### src/rtl/framebox_ctrl_if.sv
// Bus bundle for framebox_ctrl: raster coordinates and host config in, mask and frame status out.
// The DUT uses the slave modport; the host/video side uses master.
interface framebox_ctrl_if;
  logic [10:0] gr_x;
  logic [9:0]  gr_y;
  logic        cfg_wr;
  logic [2:0]  cfg_addr;
  logic [10:0] cfg_data;
  logic        cfg_commit;
  logic        cfg_busy;
  logic        cfg_err;
  logic        outbl;
  logic        frame_start;
  logic [15:0] frame_cnt;

  modport master (
    output gr_x, gr_y, cfg_wr, cfg_addr, cfg_data, cfg_commit,
    input  cfg_busy, cfg_err, outbl, frame_start, frame_cnt
  );

  modport slave (
    input  gr_x, gr_y, cfg_wr, cfg_addr, cfg_data, cfg_commit,
    output cfg_busy, cfg_err, outbl, frame_start, frame_cnt
  );
endinterface

### src/rtl/framebox_ctrl.sv
// Frame blanking mask generator with host-writable shadow limits.
// Shadow limits are committed to the active set only on a frame boundary, so a frame never tears.
//
// state    | meaning
// ---------+-------------------------------------------------------------
// ST_IDLE  | shadow writable; a commit arms the controller
// ST_ARMED | commit pending; counts down hold, applies shadow on boundary
module framebox_ctrl #(
  parameter logic [10:0] X1_DEF      = 11'd0,
  parameter logic [10:0] X2_DEF      = 11'd720,
  parameter logic [9:0]  Y1_DEF      = 10'd0,
  parameter logic [9:0]  Y2_DEF      = 10'd100,
  parameter logic [9:0]  Y3_DEF      = 10'd390,
  parameter logic [9:0]  Y4_DEF      = 10'd480,
  parameter int unsigned HOLD_FRAMES = 0
) (
  input logic            clk,
  input logic            reset,
  framebox_ctrl_if.slave bus
);

  localparam logic [0:0] ST_IDLE  = 1'b0;
  localparam logic [0:0] ST_ARMED = 1'b1;

  logic [0:0]  state;
  logic [3:0]  hold;

  logic [10:0] sh_x1, sh_x2;
  logic [9:0]  sh_y1, sh_y2, sh_y3, sh_y4;
  logic [10:0] act_x1, act_x2;
  logic [9:0]  act_y1, act_y2, act_y3, act_y4;

  logic        origin, prev_origin, fb;
  logic        addr_is_y, wr_ok, wr_bad, commit_bad, apply;
  logic [10:0] l_x1, l_x2;
  logic [9:0]  l_y1, l_y2, l_y3, l_y4;
  logic        in_x, band_a, band_b;

  logic        outbl_q, frame_start_q, busy_q, err_q;
  logic [15:0] frame_cnt_q;

  assign origin = (bus.gr_x == 11'd0) && (bus.gr_y == 10'd0);
  assign fb     = origin && !prev_origin;

  assign addr_is_y  = (bus.cfg_addr >= 3'd2) && (bus.cfg_addr <= 3'd5);
  assign wr_ok      = bus.cfg_wr && (state == ST_IDLE) && (bus.cfg_addr <= 3'd5)
                      && !(addr_is_y && bus.cfg_data[10]);
  assign wr_bad     = bus.cfg_wr && !wr_ok;
  assign commit_bad = bus.cfg_commit && (state == ST_ARMED);
  assign apply      = (state == ST_ARMED) && fb && (hold == 4'd0);

  // On the applying boundary the pixel already sees the shadow set, so the whole new frame is consistent.
  assign l_x1 = apply ? sh_x1 : act_x1;
  assign l_x2 = apply ? sh_x2 : act_x2;
  assign l_y1 = apply ? sh_y1 : act_y1;
  assign l_y2 = apply ? sh_y2 : act_y2;
  assign l_y3 = apply ? sh_y3 : act_y3;
  assign l_y4 = apply ? sh_y4 : act_y4;

  assign in_x   = (bus.gr_x >= l_x1) && (bus.gr_x <= l_x2);
  assign band_a = in_x && (bus.gr_y >= l_y1) && (bus.gr_y <= l_y2);
  assign band_b = in_x && (bus.gr_y >= l_y3) && (bus.gr_y <= l_y4);

  always_ff @(posedge clk) begin
    if (!reset) begin
      state         <= ST_IDLE;
      hold          <= 4'd0;
      prev_origin   <= 1'b0;
      outbl_q       <= 1'b0;
      frame_start_q <= 1'b0;
      frame_cnt_q   <= 16'd0;
      busy_q        <= 1'b0;
      err_q         <= 1'b0;
      sh_x1  <= X1_DEF;  sh_x2  <= X2_DEF;
      sh_y1  <= Y1_DEF;  sh_y2  <= Y2_DEF;
      sh_y3  <= Y3_DEF;  sh_y4  <= Y4_DEF;
      act_x1 <= X1_DEF;  act_x2 <= X2_DEF;
      act_y1 <= Y1_DEF;  act_y2 <= Y2_DEF;
      act_y3 <= Y3_DEF;  act_y4 <= Y4_DEF;
    end else begin
      prev_origin   <= origin;
      frame_start_q <= fb;
      outbl_q       <= band_a || band_b;
      err_q         <= wr_bad || commit_bad;
      if (fb) frame_cnt_q <= frame_cnt_q + 16'd1;

      if (wr_ok) begin
        case (bus.cfg_addr)
          3'd0:    sh_x1 <= bus.cfg_data;
          3'd1:    sh_x2 <= bus.cfg_data;
          3'd2:    sh_y1 <= bus.cfg_data[9:0];
          3'd3:    sh_y2 <= bus.cfg_data[9:0];
          3'd4:    sh_y3 <= bus.cfg_data[9:0];
          3'd5:    sh_y4 <= bus.cfg_data[9:0];
          default: ;
        endcase
      end

      case (state)
        ST_IDLE: begin
          // A boundary coinciding with the commit is not counted; ARMED waits for the next one.
          if (bus.cfg_commit) begin
            state  <= ST_ARMED;
            hold   <= 4'(HOLD_FRAMES);
            busy_q <= 1'b1;
          end
        end
        ST_ARMED: begin
          if (fb) begin
            if (hold != 4'd0) begin
              hold <= hold - 4'd1;
            end else begin
              act_x1 <= sh_x1;  act_x2 <= sh_x2;
              act_y1 <= sh_y1;  act_y2 <= sh_y2;
              act_y3 <= sh_y3;  act_y4 <= sh_y4;
              busy_q <= 1'b0;
              state  <= ST_IDLE;
            end
          end
        end
        default: state <= ST_IDLE;
      endcase
    end
  end

  assign bus.outbl       = outbl_q;
  assign bus.frame_start = frame_start_q;
  assign bus.frame_cnt   = frame_cnt_q;
  assign bus.cfg_busy    = busy_q;
  assign bus.cfg_err     = err_q;

endmodule

### src/flat_wrapper.sv
// flat-port wrapper written by rule: the top's interface ports become plain ports
module framebox_ctrl_flat 
#(
  parameter logic [10:0] X1_DEF      = 11'd0,
  parameter logic [10:0] X2_DEF      = 11'd720,
  parameter logic [9:0]  Y1_DEF      = 10'd0,
  parameter logic [9:0]  Y2_DEF      = 10'd100,
  parameter logic [9:0]  Y3_DEF      = 10'd390,
  parameter logic [9:0]  Y4_DEF      = 10'd480,
  parameter int unsigned HOLD_FRAMES = 0
)
  (clk, reset, bus_gr_x, bus_gr_y, bus_cfg_wr, bus_cfg_addr, bus_cfg_data, bus_cfg_commit, bus_cfg_busy, bus_cfg_err, bus_outbl, bus_frame_start, bus_frame_cnt);
  framebox_ctrl_if bus_i ();
  input logic clk;
  input logic reset;
  input wire logic [$bits(bus_i.gr_x)-1:0] bus_gr_x;
  input wire logic [$bits(bus_i.gr_y)-1:0] bus_gr_y;
  input wire logic [$bits(bus_i.cfg_wr)-1:0] bus_cfg_wr;
  input wire logic [$bits(bus_i.cfg_addr)-1:0] bus_cfg_addr;
  input wire logic [$bits(bus_i.cfg_data)-1:0] bus_cfg_data;
  input wire logic [$bits(bus_i.cfg_commit)-1:0] bus_cfg_commit;
  output wire logic [$bits(bus_i.cfg_busy)-1:0] bus_cfg_busy;
  output wire logic [$bits(bus_i.cfg_err)-1:0] bus_cfg_err;
  output wire logic [$bits(bus_i.outbl)-1:0] bus_outbl;
  output wire logic [$bits(bus_i.frame_start)-1:0] bus_frame_start;
  output wire logic [$bits(bus_i.frame_cnt)-1:0] bus_frame_cnt;
  assign bus_i.gr_x = bus_gr_x;
  assign bus_i.gr_y = bus_gr_y;
  assign bus_i.cfg_wr = bus_cfg_wr;
  assign bus_i.cfg_addr = bus_cfg_addr;
  assign bus_i.cfg_data = bus_cfg_data;
  assign bus_i.cfg_commit = bus_cfg_commit;
  assign bus_cfg_busy = bus_i.cfg_busy;
  assign bus_cfg_err = bus_i.cfg_err;
  assign bus_outbl = bus_i.outbl;
  assign bus_frame_start = bus_i.frame_start;
  assign bus_frame_cnt = bus_i.frame_cnt;
  framebox_ctrl #(.X1_DEF(X1_DEF), .X2_DEF(X2_DEF), .Y1_DEF(Y1_DEF), .Y2_DEF(Y2_DEF), .Y3_DEF(Y3_DEF), .Y4_DEF(Y4_DEF), .HOLD_FRAMES(HOLD_FRAMES)) u_core (.clk(clk), .reset(reset), .bus(bus_i));
endmodule
### config.mk
export PLATFORM = sky130hd
export DESIGN_NAME = framebox_ctrl_flat
export DESIGN_NICKNAME = d
export VERILOG_FILES = /design/src/rtl/framebox_ctrl_if.sv /design/src/rtl/framebox_ctrl.sv /design/src/flat_wrapper.sv
export SDC_FILE = /design/constraint.sdc
export NUM_CORES = 1
export LEC_CHECK = 0
export BUFFER_PORTS_ARGS = -buffer_cell sky130_fd_sc_hd__buf_2
export CORE_ASPECT_RATIO = 1.25
export CORE_MARGIN = 1.5
export CORE_UTILIZATION = 59
export CTS_CLUSTER_SIZE = 25
export DETAILED_ROUTE_END_ITERATION = 8
export PLACE_DENSITY = 0.79
export SLEW_MARGIN = 25
export SYNTH_ARGS = -nofsm -noshare
export SYNTH_HDL_FRONTEND = slang
export SYNTH_SLANG_ARGS = --single-unit
### constraint.sdc
create_clock -name clk -period 6.55 [get_ports clk]
set_clock_uncertainty 0.05 [all_clocks]
set_input_delay 1.31 -clock clk [delete_from_list [all_inputs] [get_ports clk]]
set_output_delay 1.31 -clock clk [all_outputs]
set_load 0.05 [all_outputs]
=== Word-level counts from Yosys, hierarchy flattened ===
Index checks and enable logic that the tools add are counted.

* Word-level logic and storage cells: 94
* Register bits: 150
* Input bits: 39
* Output and inout port bits: 20

* Multiplexer cells: 18
* Equal/unequal tests: 9
* Add/sub/neg operators: 2
* Magnitude comparators: 8
* Reduce and logical (&&, ||, !) cells: 35
* Bitwise operators: 2

{| class="wikitable"
|+ Operator list
! operator !! count
|-
| 10-bit two-way mux || 4
|-
| 11-bit two-way mux || 2
|-
| 10-bit greater-or-equal comparator || 2
|-
| 10-bit less-or-equal comparator || 2
|-
| 16-bit by 1-bit adder with 16-bit output (second input constant) || 1
|-
| 1-bit logical AND || 16
|-
| 4-bit two-way mux || 3
|-
| 2-bit AND reduction || 6
|-
| 11-bit greater-or-equal comparator || 1
|-
| 11-bit less-or-equal comparator || 1
|-
| 11-bit zero test || 1
|-
| 10-bit zero test || 1
|-
| 3-bit AND reduction || 3
|-
| 2-bit != test (second input constant) || 4
|-
| 4-bit case mux with 2 select lines || 1
|-
| 3-bit by 2-bit == test with 1-bit output (second input constant) || 2
|-
| 3-bit == test (second input constant) || 2
|-
| 1-bit two-way mux || 6
|-
| 4-bit zero test || 1
|-
| 1-bit case mux with 2 select lines || 2
|-
| 4-bit nonzero test || 1
|-
| 4-bit by 1-bit subtractor with 4-bit output (second input constant) || 1
|-
| 3-bit by 1-bit == test with 1-bit output (second input constant) || 1
|-
| 3-bit by 2-bit greater-or-equal comparator with 1-bit output (second input constant) || 1
|-
| 5 further kinds || 9
|}

=== Logic depth before layout (Yosys ltp) ===
Gate-level depths: netlist of the first run.

* Depth in word-level cells: 11
* Gate-level depth with buffers: 15
* Gate-level depth less buffers: 12

=== Worst setup path after synthesis of the first run ===
No wires, ideal clock.

* Path kind: input to register
* From: input port bus_gr_x[9]
* To: register u_core.outbl_q (netlist: u_core.bus.outbl)
* Arrival: 3924 ps
* Setup slack: 2458 ps
* Setup time: 118 ps
* Buffers on the path: 3
* Required time: 6382 ps
* Stages: 15
* Path through: nor4_2 nand3_2 nor3_4 nand3_2 buf_6 buf_8 buf_12 mux2i_2 ha_1 a21o_1 a21oi_1 o211ai_1 a31oi_1 a21oi_1 o2111a_1

* Word-level cells in the longest chain between the ends: 11
* Elaborated cells on any way between the ends: 23
* Those cells by class: 6 x order compare; 6 x mux; 11 x reduce/logical

{| class="wikitable"
|+ Ends and longest elaborated chain
! what !! line !! source
|-
| start, declared || flat_wrapper.sv:16 || <nowiki>input wire logic [$bits(bus_i.gr_x)-1:0] bus_gr_x;</nowiki>
|-
| 11-bit zero test || framebox_ctrl.sv:42 || <nowiki>assign origin = (bus.gr_x == 11'd0) && (bus.gr_y == 10'd0);</nowiki>
|-
| 1-bit logical AND || framebox_ctrl.sv:42 ||
|-
| 1-bit logical AND || framebox_ctrl.sv:43 || <nowiki>assign fb = origin && !prev_origin;</nowiki>
|-
| 1-bit logical AND (2 in a row) || framebox_ctrl.sv:50 || <nowiki>assign apply = (state == ST_ARMED) && fb && (hold == 4'd0);</nowiki>
|-
| 11-bit two-way mux, on equally long branches || framebox_ctrl.sv:53, framebox_ctrl.sv:54 ||
|-
| 11-bit greater-or-equal comparator / 11-bit less-or-equal comparator (equally long branches) || framebox_ctrl.sv:60 || <nowiki>assign in_x = (bus.gr_x >= l_x1) && (bus.gr_x <= l_x2);</nowiki>
|-
| 1-bit logical AND || framebox_ctrl.sv:60 ||
|-
| 1-bit logical AND, on equally long branches (2 in a row) || framebox_ctrl.sv:61, framebox_ctrl.sv:62 ||
|-
| 1-bit logical OR * || framebox_ctrl.sv:83 || <nowiki>outbl_q <= band_a || band_b;</nowiki>
|-
| end signal, assigned || framebox_ctrl.sv:83 ||
|-
| end, declared || framebox_ctrl.sv:39 || <nowiki>logic outbl_q, frame_start_q, busy_q, err_q;</nowiki>
|}

Mark *: on every way between the ends. The rest lies on a longest branch, timed or not.
A chain may end at the register's enable or synchronous reset.

=== Worst setup path after layout of the first run ===
* From: input port bus_gr_y[6]
* To: register u_core.outbl_q (netlist: u_core.bus.outbl)

* Word-level cells in the longest chain between the ends: 11
* Elaborated cells on any way between the ends: 23
* Those cells by class: 6 x order compare; 6 x mux; 11 x reduce/logical

{| class="wikitable"
|+ Ends and longest elaborated chain
! what !! line !! source
|-
| start, declared || flat_wrapper.sv:17 || <nowiki>input wire logic [$bits(bus_i.gr_y)-1:0] bus_gr_y;</nowiki>
|-
| 10-bit zero test || framebox_ctrl.sv:42 ||
|-
| 1-bit logical AND || framebox_ctrl.sv:42 ||
|-
| 1-bit logical AND || framebox_ctrl.sv:43 ||
|-
| 1-bit logical AND (2 in a row) || framebox_ctrl.sv:50 ||
|-
| 11-bit two-way mux, on equally long branches || framebox_ctrl.sv:53, framebox_ctrl.sv:54 ||
|-
| 11-bit greater-or-equal comparator / 11-bit less-or-equal comparator (equally long branches) || framebox_ctrl.sv:60 ||
|-
| 1-bit logical AND || framebox_ctrl.sv:60 ||
|-
| 1-bit logical AND, on equally long branches (2 in a row) || framebox_ctrl.sv:61, framebox_ctrl.sv:62 ||
|-
| 1-bit logical OR * || framebox_ctrl.sv:83 ||
|}

Marked as above.

==> results of run 1 <==
-- through the flow --
stage | area [um^2] | std cells
5_1_grt | 7960 | 931
2_1_floorplan | 7040 | 706
3_3_place_gp | 7390 | 898
3_5_place_dp | 7390 | 898
4_1_cts | 7950 | 930
6_report | 7960 | 931
-- cells in the mapped netlist (all sizes together) (6+ instances only) --
master,count,area share [%]
xnor2,8,1.0
nand4,8,0.71
o21ai,8,0.57
nor3,6,0.59
inv,9,0.48
ha,65,12
a21oi,29,2.1
a21o,11,1.2
nand2b,10,0.89
clkbuf,23,1.2
mux2i,112,17
nand2,68,3.6
buf,8,1.3
mux2,6,0.96
nand3,22,1.7
nor4,8,0.98
and2,12,1.1
nor2,104,5.7
dfxtp,150,43
-- worst paths after layout --
| kind | from | to | slack (ns) | depth (start not counted) |
|---|---|---|---|---|
| max | bus_gr_y[6] | u_core.bus.outbl | 2.03 | 14 |
| min | u_core.bus.cfg_busy | u_core.bus.cfg_busy | 0.40 | 2 |
| max reg2reg | u_core.hold[0] | u_core.bus.outbl | 3.10 | 13 |
| min reg2reg | u_core.bus.cfg_busy | u_core.bus.cfg_busy | 0.40 | 2 |
-- per-layer routing --
metal | routed length (um) | vias to the layer above
met5 | 0 | -
met4 | 533 | 0
met3 | 704 | 43
met2 | 8140 | 132
met1 | 6670 | 2559
li1 | - | 2567
-- logic make-up after synthesis --
family,synth area share (%)
xor+xnor,1.37
buf+inv,3.02
compound gates,6.08
simple gates,16.9
flops,42.7
mux,18.4
fa+ha+maj,11.6
-- registers in the layout, indices dropped and copies added, names as in the netlist, 10 cells and up --
signal and cells:
u_core.act_x2 11, u_core.sh_y2 10, u_core.bus.frame_cnt 16, u_core.act_y3 10, u_core.act_y4 10, u_core.sh_x2 11, u_core.sh_y3 10, u_core.act_y2 10
u_core.sh_y1 10, u_core.sh_y4 10, u_core.act_x1 11, u_core.act_y1 10, u_core.sh_x1 11
-- critical path, stage by stage --
cell	delay, ns
sky130_fd_sc_hd__buf_2	0.14
sky130_fd_sc_hd__nor3_1	0.41
sky130_fd_sc_hd__nand3_1	0.30
sky130_fd_sc_hd__nor3_4	0.39
sky130_fd_sc_hd__nand3_4	0.11
sky130_fd_sc_hd__buf_4	0.35
sky130_fd_sc_hd__mux2i_1	0.29
sky130_fd_sc_hd__ha_1	0.30
sky130_fd_sc_hd__a21oi_1	0.16
sky130_fd_sc_hd__a21oi_1	0.08
sky130_fd_sc_hd__a2111oi_0	0.42
sky130_fd_sc_hd__nor2_1	0.08
sky130_fd_sc_hd__o21ai_0	0.24
sky130_fd_sc_hd__o2111a_1	0.22
-- power breakdown --
group          leakage, nW  total, mW  internal (mW)  switching (mW)
combinational         2.18      0.117         0.0411          0.0758
clock                0.261      0.917          0.542           0.376
sequential            1.21      0.923          0.919         0.00463
total                 3.65       1.96           1.50           0.456
-- final cells by class --
class                           count  area share (%)
Inverter                            9           0.424
Sequential cell                   150            37.7
Tap cell                          161            2.53
Timing Repair Buffer               63            4.17
Multi-Input combinational cell    516            48.1
Clock inverter                     11            1.26
Clock buffer                       21            5.78
==> impl_summary.txt, run 1 <==
----------------------------------------------------
[Timing]
  Unrepaired setup endpoints after global routing ... false
  Max-slew headroom at the worst pin ... 35.4%
  Total setup violations reported at the end of the flow ... 0
  Transition time of the tightest slew-check pin ... 0.968 ns
  Final hold slack ... just over 0.4 ns
  Achievable frequency ... around 220 MHz
  Worst Slack Setup Final ... 2.03 ns
  Part of the cycle the worst path needs ... between 60% and 70%
  Final critical delay including setup and external delays ... approximately 4.5 ns
  Total negative slack ... 0 ns
  Count of final max-slew check failures ... 0
  Final hold violation count ... 0

[Synthesis]
  Sequential fraction of the synthesis area ... around 43%
  Most common flop cell mapped by yosys ... sky130_fd_sc_hd__dfxtp_1
  Cell area after synthesis ... 7040 um^2
  Instance count of the mapped netlist ... 706
  EDFF count, synth ... 0
  Distinct cell type count of the synthesized netlist ... 46
  Number of synthesized register bits ... 150
  Syn_nets ... 810
  Number of warnings issued by yosys ... 0
  Post-Syn Area per Cell ... ~10 um^2
  Async set-or-reset flop fraction in the synthesized netlist ... 0%

[Placement]
  Routability-driven placement congestion ratio ... roughly 0.91
  Number of port buffers ... 58
  Post-place setup slack ... around 1.7 ns
  Detailed placer's ending HPWL ... roughly 11000 um

[CTS]
  Number of CTS-inserted buffers ... 17
  Hold bufs inserted after CTS ... 0
  CTS tree ... yes
  Clock edge transition at the registers on the reported setup and hold paths ... around 0.060 ns
  Number of H-tree levels ... 4
  Number of gates resized after cts ... 0
  Number of post-CTS setup repair buffers ... 0
  Clk_lat worst skew ... 0.42 ns
  Sinks on Clock Net ... 150
  CTS root buf ... sky130_fd_sc_hd__clkbuf_16
  Clock Path Buffers ... 2

[Floorplanning]
  Overall die height ... ~130 um
  Starting Density ... between 60% and 70%
  DIE WIDTH ... 101 um
  Core region area ... roughly 12000 um^2
  Number of top-level pins ... just under 60
  Die Area ... about 13000 um^2
  Core Rows ... 44

[Detailed routing]
  Remaining design rule violation count ... 0
  Final wirelength ... 16100 um
  Routed length per placed instance ... approximately 17 um
  Drt pass-1 iters ... 4
  Antenna violation net count after detailed routing ... 0
  Via total after detailed routing ... 5301
  Drt initial violations ... around 280
  Vias per inst ... ~5.7

[Hold path]
  Type of the tightest min-delay check ... register to register

[Global routing]
  Number of antenna violations at the first check in global routing ... 0
  GR met3 Demand/Resource ... under 10%
  Pin count of the biggest net entering global routing ... 94
  Global-route met2 utilization ... between 40% and 50%
  First-pass GRT wire length ... 26300 um
  Layer carrying the most global-route usage ... met2
  Residual overflow from global routing ... 0
  GRT Util Overall ... between 20 and 30%
  Met1 global-route usage ... 31.7%
  Via count of the first global-routing pass ... 5283

[Power and ir drop]
  Overall power consumption ... ~2 mW
  Power Density ... approximately 250 nW/um^2
  Static leakage ... approximately 3.6 nW
  VDD IR-drop max ... between 0.0002 and 0.00025 V

[Critical path]
  WP data arrival ... between 4 and 5 ns
  Data required time of the worst path ... a little under 7 ns
  Nature of the critical path startpoint ... input pin
  Highest net fanout along the worst path ... 34
  Crit Path Class ... input pin to register
  Critical Path End Type ... register

[Final layout]
  Most common cell after layout, fill and taps aside ... sky130_fd_sc_hd__dfxtp_1
  Fraction of final layout cells with drive strength greater than 1 ... between 10% and 20%
  Final-layout fill cell count ... around 860
  Finished Core Util ... about two thirds
  Most used cells in the layout excluding fill and tap cells ... sky130_fd_sc_hd__dfxtp_1 (150), sky130_fd_sc_hd__nor2_1 (103), sky130_fd_sc_hd__mux2i_1 (83)
  Number of antenna cells inserted ... 0
  Final net count ... approximately 860
  Layout overhead on the synthesized area ... 13.1%
  Area of the multi-input gates ... ~3800 um^2
  Footprint of the flip-flops and latches ... 3000 um^2

[Flow run]
  Maximum capacitance violations ... 0

[Outcome]
  Outcome ... finished clean

----------------------------------------------------
No activity file was read; power rests on OpenSTA's default activity.
==> inputs of run 2 (changes only) <==
--- a/config.mk
+++ b/config.mk
@@ -8,10 +8,10 @@
 export BUFFER_PORTS_ARGS = -buffer_cell sky130_fd_sc_hd__buf_2
 export CORE_ASPECT_RATIO = 1.25
 export CORE_MARGIN = 1.5
-export CORE_UTILIZATION = 59
+export CORE_UTILIZATION = 54
 export CTS_CLUSTER_SIZE = 25
 export DETAILED_ROUTE_END_ITERATION = 8
-export PLACE_DENSITY = 0.79
+export PLACE_DENSITY = 0.76
 export SLEW_MARGIN = 25
 export SYNTH_ARGS = -nofsm -noshare
 export SYNTH_HDL_FRONTEND = slang
==> constraint.sdc (replaced) <==
create_clock -name clk -period 3.67 [get_ports clk]
set_clock_uncertainty 0.05 [all_clocks]
set_input_delay 0.734 -clock clk [delete_from_list [all_inputs] [get_ports clk]]
set_output_delay 0.734 -clock clk [all_outputs]
set_load 0.05 [all_outputs]
==> run 2 against run 1 <==
  * Non-clock buffer count is 51 higher
  * Via count increased by 2.1%
  * First-iteration DRC count down 30%
  * Final cell count grew 6.0%
  * Sequential power is 79% higher
  * Die area increased by 9.0%
  * Worst hold slack got worse by 0.0026 ns
  * Register-to-register slack got worse by 2.6 ns
  * Flip-flop and latch count unchanged
  * Wire length up 2.9%
  * Clock power grew 85%
  * Critical path type unchanged
  * Highest routed layer unchanged
==> impl_summary.txt, run 2 (synthesis results as in run 1) <==
----------------------------------------------------
[Final layout]
  Number of antenna cells inserted ... 0 (unchanged)
  Most used cells in the layout excluding fill and tap cells ... sky130_fd_sc_hd__dfxtp_1 (150), sky130_fd_sc_hd__nor2_1 (103), sky130_fd_sc_hd__mux2i_1 (82)
  Count of placed standard cells in the final layout, fillers left out ... 987 (+6.0%)
  Fraction of final layout cells with drive strength greater than 1 ... 23.1% (+5.2 points)
  Final-layout fill cell count ... 989 (+14%)
  Flip-flop count of the largest register, all copies and words added ... 16 (unchanged)
  Layout overhead on the synthesized area ... 19.5%
  Most common cell after layout, fill and taps aside ... sky130_fd_sc_hd__dfxtp_1
  Area of the multi-input gates ... 3830 um^2 (+0.13%)
  Final net count ... 912 (+5.9%)
  Footprint of the flip-flops and latches ... 3000 um^2 (unchanged)
  Post-route cell area ... 8410 um^2 (+5.7%)

[Global routing]
  Layer carrying the most global-route usage ... met2
  Via count of the first global-routing pass ... 5629 (+6.5%)
  GRT Util Overall ... 25.9% (-0.99 points)
  Residual overflow from global routing ... 0 (unchanged)
  Number of antenna violations at the first check in global routing ... 0 (unchanged)
  GR met3 Demand/Resource ... 5.26% (-1.0 points)
  Pin count of the biggest net entering global routing ... 94 (unchanged)
  Met1 global-route usage ... 28.9% (-2.8 points)
  Global-route met2 utilization ... 46.8% (+0.69 points)
  First-pass GRT wire length ... 27400 um (+4.3%)

[Critical path]
  FF-to-FF setup slack ... 0.49 ns (-2.61 ns)
  Logic depth of the worst register-to-register path ... 14 (+1)
  Capture instance of the worst register-to-register path ... u_core.bus.outbl
  Setup crit start ... bus_gr_y[3]
  Highest net fanout along the worst path ... 19 (-44%)
  Destination of the critical timing path ... u_core.bus.outbl
  WP data arrival ... 3.82 ns (-1.01 ns)
  Reg2Reg Launch Point ... u_core.hold[0]
  Critical Path End Type ... register
  Nature of the critical path startpoint ... input pin
  Crit Path Class ... input pin to register
  Data required time of the worst path ... 3.99 ns (-2.87 ns)

[Timing]
  Final critical delay including setup and external delays ... roughly 3.5 ns
  Worst Slack Setup Final ... 0.163 ns (-1.87 ns)
  Final hold violation count ... 0 (unchanged)
  Count of final max-slew check failures ... 0 (unchanged)
  Achievable frequency ... 285 MHz
  Max-slew headroom at the worst pin ... 49.9% (+14 points)
  Transition time of the tightest slew-check pin ... 0.750 ns (-0.218 ns)
  Total negative slack ... 0 ns (unchanged)
  Unrepaired setup endpoints after global routing ... false
  Part of the cycle the worst path needs ... between 90% and 100%
  Total setup violations reported at the end of the flow ... 0 (unchanged)

[Power and ir drop]
  Overall power consumption ... 3.57 mW (+83%)
  Power dissipated by switching net loads ... 0.785 mW (+72%)
  Fraction of power spent switching nets ... 22.0% (-1.3 points)
  Power Density ... 425 nW/um^2 (+73%)
  Combinational Power Share ... 6.3% (+0.3 points)
  Clock Power Share ... 47.6% (+0.7 points)
  Internal ... 2.79 mW (+86%)
  Static leakage ... 3.92 nW (+7.3%)
  Proportion of power drawn by flip-flops and latches ... 46.1% (-1.1 points)
  VDD IR-drop max ... 0.000257 V (+27%)

[Detailed routing]
  Drt initial violations ... 192 (-30%)
  Drt pass-1 iters ... 6 (+2)
  Vias per inst ... 5.48 (-3.7%)
  Routed length per placed instance ... 16.7 um (-3.0%)
  Via total after detailed routing ... 5413 (+2.1%)
  Final wirelength ... 16500 um (+2.9%)
  Antenna violation net count after detailed routing ... 0 (unchanged)
  Remaining design rule violation count ... 0 (unchanged)

[CTS]
  CTS root buf ... sky130_fd_sc_hd__clkbuf_16
  Sinks on Clock Net ... 150 (unchanged)
  CTS tree ... yes
  Number of CTS-inserted buffers ... 17 (unchanged)
  Clock Path Buffers ... 2 (unchanged)
  Clk_lat worst skew ... 0.42 ns (about the same)
  Hold bufs inserted after CTS ... 0 (unchanged)
  Number of H-tree levels ... 4 (unchanged)
  Clock edge transition at the registers on the reported setup and hold paths ... 0.06 ns (about the same)
  Number of post-CTS setup repair buffers ... 0 (unchanged)

[Flow run]
  Maximum capacitance violations ... 0 (unchanged)

[Floorplanning]
  DIE WIDTH ... 105 um (+4.4%)
  Number of top-level pins ... 59 (unchanged)
  Die Area ... 13700 um^2 (+9.0%)
  Starting Density ... 55.3% (-5.3 points)
  Overall die height ... 131 um (+4.4%)
  Core region area ... 12700 um^2 (+9.5%)
  Core Rows ... 46 (+4.5%)

[Placement]
  Dpl cell area ... 7830 um^2 (+5.9%)
  Routability-driven placement congestion ratio ... 0.908 (-0.65%)
  Cell count after placement ... 957 (+6.6%)
  Post-place setup slack ... -0.206 ns (-1.95 ns)
  Detailed placer's ending HPWL ... 11700 um (+7.7%)
  Number of port buffers ... 58 (unchanged)

[Outcome]
  Outcome ... finished clean

[Hold path]
  Type of the tightest min-delay check ... register to register

----------------------------------------------------
-- run 2: changes by cell type in the layout (fill, tap and decap cells not counted), moves of 2 or more --
cell | previous run | this run
sky130_fd_sc_hd__clkinvlp_4 | 5 | 2
sky130_fd_sc_hd__buf_4 | 4 | 53
sky130_fd_sc_hd__clkbuf_8 | 2 | 4
sky130_fd_sc_hd__buf_12 | 0 | 3
-- run 2: power groups by stage --
stage	combinational, mW	sequential [mW]	clock [mW]
final	0.226	1.65	1.70
after global routing	0.251	1.65	1.80
after CTS	0.226	1.65	1.73
after detailed placement	0.222	1.68	0
after global placement	0.216	1.68	0
after floorplan	0.112	1.69	0
-- run 2: how the worst min path moves through the flow --
stage / end / from / slack, ns / cells past startpoint
finish: u_core.bus.cfg_busy / u_core.bus.cfg_busy / 0.40 / 2
global route: u_core.sh_y4[3] / u_core.sh_y4[3] / 0.43 / 2
CTS: u_core.bus.cfg_busy / u_core.bus.cfg_busy / 0.41 / 2
detailed placement: u_core.bus.cfg_busy / u_core.bus.cfg_busy / 0.40 / 2
global placement: u_core.bus.cfg_busy / u_core.bus.cfg_busy / 0.38 / 2
floorplan: u_core.sh_y4[0] / u_core.sh_y4[0] / 0.38 / 2
-- run 2: per-layer routing --
metal | vias up | share of wire [%]
met4 | 0 | 3.5
met5 | - | 0
li1 | 2668 | -
met3 | 41 | 4.2
met2 | 130 | 50
met1 | 2574 | 42
-- run 2: layout make-up --
class                   instances  area share (%)
clock buffers                  22            5.76
clock inverters                 8            1.17
inverters                       9           0.402
multi-input cells             516            45.6
flip-flops and latches        150            35.7
well taps                     168            2.50
repair buffers                114            8.89
-- run 2: timing repair --
item,CTS,global route
gates resized for setup,0,2
endpoints found under the setup margin,0,1
hold endpoints to repair,0,0
-- run 2: worst max-delay path: stages --
cell	delay, ns
sky130_fd_sc_hd__buf_2	0.11
sky130_fd_sc_hd__nor4_2	0.29
sky130_fd_sc_hd__buf_4	0.18
sky130_fd_sc_hd__nand3_2	0.12
sky130_fd_sc_hd__nor3_4	0.24
sky130_fd_sc_hd__nand3_4	0.16
sky130_fd_sc_hd__buf_12	0.22
sky130_fd_sc_hd__mux2i_2	0.28
sky130_fd_sc_hd__ha_1	0.30
sky130_fd_sc_hd__nand3b_1	0.09
sky130_fd_sc_hd__a21oi_1	0.08
sky130_fd_sc_hd__a2111oi_1	0.45
sky130_fd_sc_hd__nor2_1	0.09
sky130_fd_sc_hd__o21ai_0	0.25
sky130_fd_sc_hd__o2111a_1	0.24
-- run 2: stage by stage --
step           hold WS [ns]  utilization, %
2_1_floorplan         0.384               -
3_3_place_gp          0.383            61.5
3_5_place_dp          0.395            61.5
4_1_cts               0.405            66.1
5_1_grt               0.432            66.1
6_report              0.400            66.1
==> inputs of run 3 (changes only) <==
--- a/config.mk
+++ b/config.mk
@@ -8,10 +8,10 @@
 export BUFFER_PORTS_ARGS = -buffer_cell sky130_fd_sc_hd__buf_2
 export CORE_ASPECT_RATIO = 1.25
 export CORE_MARGIN = 1.5
-export CORE_UTILIZATION = 54
+export CORE_UTILIZATION = 35
 export CTS_CLUSTER_SIZE = 25
 export DETAILED_ROUTE_END_ITERATION = 8
-export PLACE_DENSITY = 0.76
+export PLACE_DENSITY = 0.53
 export SLEW_MARGIN = 25
 export SYNTH_ARGS = -nofsm -noshare
 export SYNTH_HDL_FRONTEND = slang
==> run 3 against run 2 <==
  * Total power about the same
  * Die area up 53%
  * Sequential power barely moved
  * Critical path depth grew 1
  * Fmax rose by 2.0%
  * Worst setup slack improved by 0.069 ns
  * Global-route usage decreased by 8.4 points
  * First-iteration DRC count is 30% higher
  * Worst hold slack gained 0.0048 ns
  * Core utilization is 22 points lower
  * Wire length up 4.2%
  * Critical path type unchanged
==> impl_summary.txt, run 3 (synthesis results as in run 1) <==
----------------------------------------------------
[Timing]
  Final critical delay including setup and external delays ... 3.44 ns (-0.0687 ns)
  Final hold violation count ... 0 (unchanged)
  Count of final max-slew check failures ... 0 (unchanged)
  Total setup violations reported at the end of the flow ... 0 (unchanged)
  Transition time of the tightest slew-check pin ... 0.823 ns (+0.0730 ns)
  Part of the cycle the worst path needs ... 93.7% (-1.9 points)
  Total negative slack ... 0 ns (unchanged)
  Unrepaired setup endpoints after global routing ... false
  Worst Slack Setup Final ... 0.232 ns (+0.0687 ns)
  Max-slew headroom at the worst pin ... 45.1% (-4.8 points)
  Achievable frequency ... 291 MHz (+2.0%)

[Floorplanning]
  Number of top-level pins ... 59 (unchanged)
  Core region area ... 19500 um^2 (+54%)
  Core Rows ... 57 (+24%)
  Overall die height ... 162 um (+24%)
  Starting Density ... 36.0% (-19 points)
  Die Area ... 21000 um^2 (+53%)
  DIE WIDTH ... 130 um (+24%)

[Final layout]
  Footprint of the flip-flops and latches ... 3000 um^2 (unchanged)
  Fraction of final layout cells with drive strength greater than 1 ... 23.7% (+0.62 points)
  Area of the multi-input gates ... 3830 um^2 (about the same)
  Most common cell after layout, fill and taps aside ... sky130_fd_sc_hd__dfxtp_1
  Most used cells in the layout excluding fill and tap cells ... sky130_fd_sc_hd__dfxtp_1 (150), sky130_fd_sc_hd__nor2_1 (103), sky130_fd_sc_hd__mux2i_1 (82)
  Count of placed standard cells in the final layout, fillers left out ... 1092 (+11%)
  Final-layout fill cell count ... 1960 (+98%)
  Number of antenna cells inserted ... 0 (unchanged)
  Final net count ... 921 (+0.99%)
  Layout overhead on the synthesized area ... 22.0%
  Flip-flop count of the largest register, all copies and words added ... 16 (unchanged)
  Finished Core Util ... 43.9% (-22 points)

[Placement]
  Routability-driven placement congestion ratio ... 0.797 (-12%)
  Number of port buffers ... 58 (unchanged)
  Post-place setup slack ... -0.320 ns (-0.114 ns)
  Cell count after placement ... 1059 (+11%)
  Detailed placer's ending HPWL ... 12700 um (+8.0%)

[CTS]
  Clk_lat worst skew ... 0.43 ns (about the same)
  Hold bufs inserted after CTS ... 0 (unchanged)
  Number of CTS-inserted buffers ... 17 (unchanged)
  Clock edge transition at the registers on the reported setup and hold paths ... 0.06 ns (about the same)
  Number of H-tree levels ... 4 (unchanged)
  CTS root buf ... sky130_fd_sc_hd__clkbuf_16
  Clock Path Buffers ... 2 (unchanged)
  CTS tree ... yes
  Sinks on Clock Net ... 150 (unchanged)

[Outcome]
  Outcome ... finished clean

[Detailed routing]
  Drt initial violations ... 249 (+30%)
  Final wirelength ... 17200 um (+4.2%)
  Via total after detailed routing ... 5298 (-2.1%)
  Vias per inst ... 4.85 (-12%)
  Remaining design rule violation count ... 0 (unchanged)
  Drt pass-1 iters ... 5 (-1)
  Routed length per placed instance ... 15.8 um (-5.8%)
  Antenna violation net count after detailed routing ... 0 (unchanged)

[Power and ir drop]
  Power Density ... 417 nW/um^2 (-1.9%)
  Overall power consumption ... 3.58 mW (about the same)
  Static leakage ... 3.95 nW (+0.82%)
  VDD IR-drop max ... 0.000332 V (+29%)

[Global routing]
  GRT Util Overall ... 17.6% (-8.4 points)
  Number of antenna violations at the first check in global routing ... 1 (+1)
  GR met3 Demand/Resource ... 4.24% (-1.0 points)
  Pin count of the biggest net entering global routing ... 57 (-39%)
  Residual overflow from global routing ... 0 (unchanged)
  First-pass GRT wire length ... 28200 um (+2.8%)
  Via count of the first global-routing pass ... 5447 (-3.2%)
  Global-route met2 utilization ... 30.1% (-17 points)
  Layer carrying the most global-route usage ... met2
  Met1 global-route usage ... 21.7% (-7.2 points)

[Critical path]
  Setup crit start ... bus_gr_y[3]
  Ordered list of cells on the worst path ... buf_2 -> nor4_2 -> buf_4 -> nand3_2 -> nor3_4 -> nand3_4 -> buf_12 -> buf_4 -> mux2i_2 -> ha_1 -> a21oi_1 -> nor2b_1 -> o21ai_0 -> o211ai_1 -> buf_4 -> o2111a_1
  Cell seen most often among critical-path stages ... sky130_fd_sc_hd__buf_4
  WP data arrival ... 3.71 ns (-0.11 ns)
  Data required time of the worst path ... 3.94 ns (-0.05 ns)
  Critical Path End Type ... register
  Highest net fanout along the worst path ... 14 (-5)
  Nature of the critical path startpoint ... input pin
  Reg2Reg Launch Point ... u_core.hold[0]
  CP max stage cell ... sky130_fd_sc_hd__ha_1
  Slowest cell delay on critical path ... 0.28 ns (-0.17 ns)
  Crit Path Class ... input pin to register

[Hold path]
  Type of the tightest min-delay check ... register to register
  Worst Hold Launch ... u_core.bus.cfg_busy

[Flow run]
  Maximum capacitance violations ... 0 (unchanged)

----------------------------------------------------
## run 3: area by class of cell
| type | instances | share of cell area (%) |
|---|---|---|
| multi-input combinational | 516 | 44.7 |
| sequential | 150 | 35.0 |
| timing repair buffer | 123 | 9.55 |
| clock buffer | 21 | 5.36 |
| tap | 265 | 3.86 |
| clock inverter | 8 | 1.20 |
| inverter | 9 | 0.394 |
## run 3: power by group
part / internal (mW) / leakage [nW] / switching (mW)
clock: 1.02 / 0.271 / 0.674
combinational: 0.0942 / 2.47 / 0.138
sequential: 1.64 / 1.21 / 0.00818
## run 3: worst paths after layout
kind | end | slack (ns) | cells after the start
max | u_core.bus.outbl | 0.23 | 16
min | u_core.bus.cfg_busy | 0.41 | 2
max reg2reg | u_core.bus.outbl | 0.34 | 14
min reg2reg | u_core.bus.cfg_busy | 0.41 | 2
## run 3: what timing repair did
action | in CTS | in global routing
buffers inserted | 0 | 4
gates resized for setup | 0 | 2
setup endpoints to repair | 0 | 1
## run 3: critical path: cells and delay by family
family                   cells  cell delay (ns)
buffers and inverters        5             0.88
AND/OR/NAND/NOR              5             0.85
AO/OA/AOI/OAI                4             0.72
adder cells (fa/ha/maj)      1             0.28
multiplexers                 1             0.22
## run 3: layer usage
metal / vias up / share of wire, %
li1: 2684 / -
met1: 2494 / 46
met2: 101 / 49
met3: 17 / 4.5
met4: 2 / 1.1
met5: - / 0.041
## run 3: metrics by stage
| stage | hold slack (ns) | area, um^2 |
|---|---|---|
| floorplan | 0.384 | 7040 |
| global placement | 0.390 | 7980 |
| detailed placement | 0.395 | 7980 |
| CTS | 0.406 | 8550 |
| global route | 0.435 | 8580 |
| finish | 0.405 | 8580 |
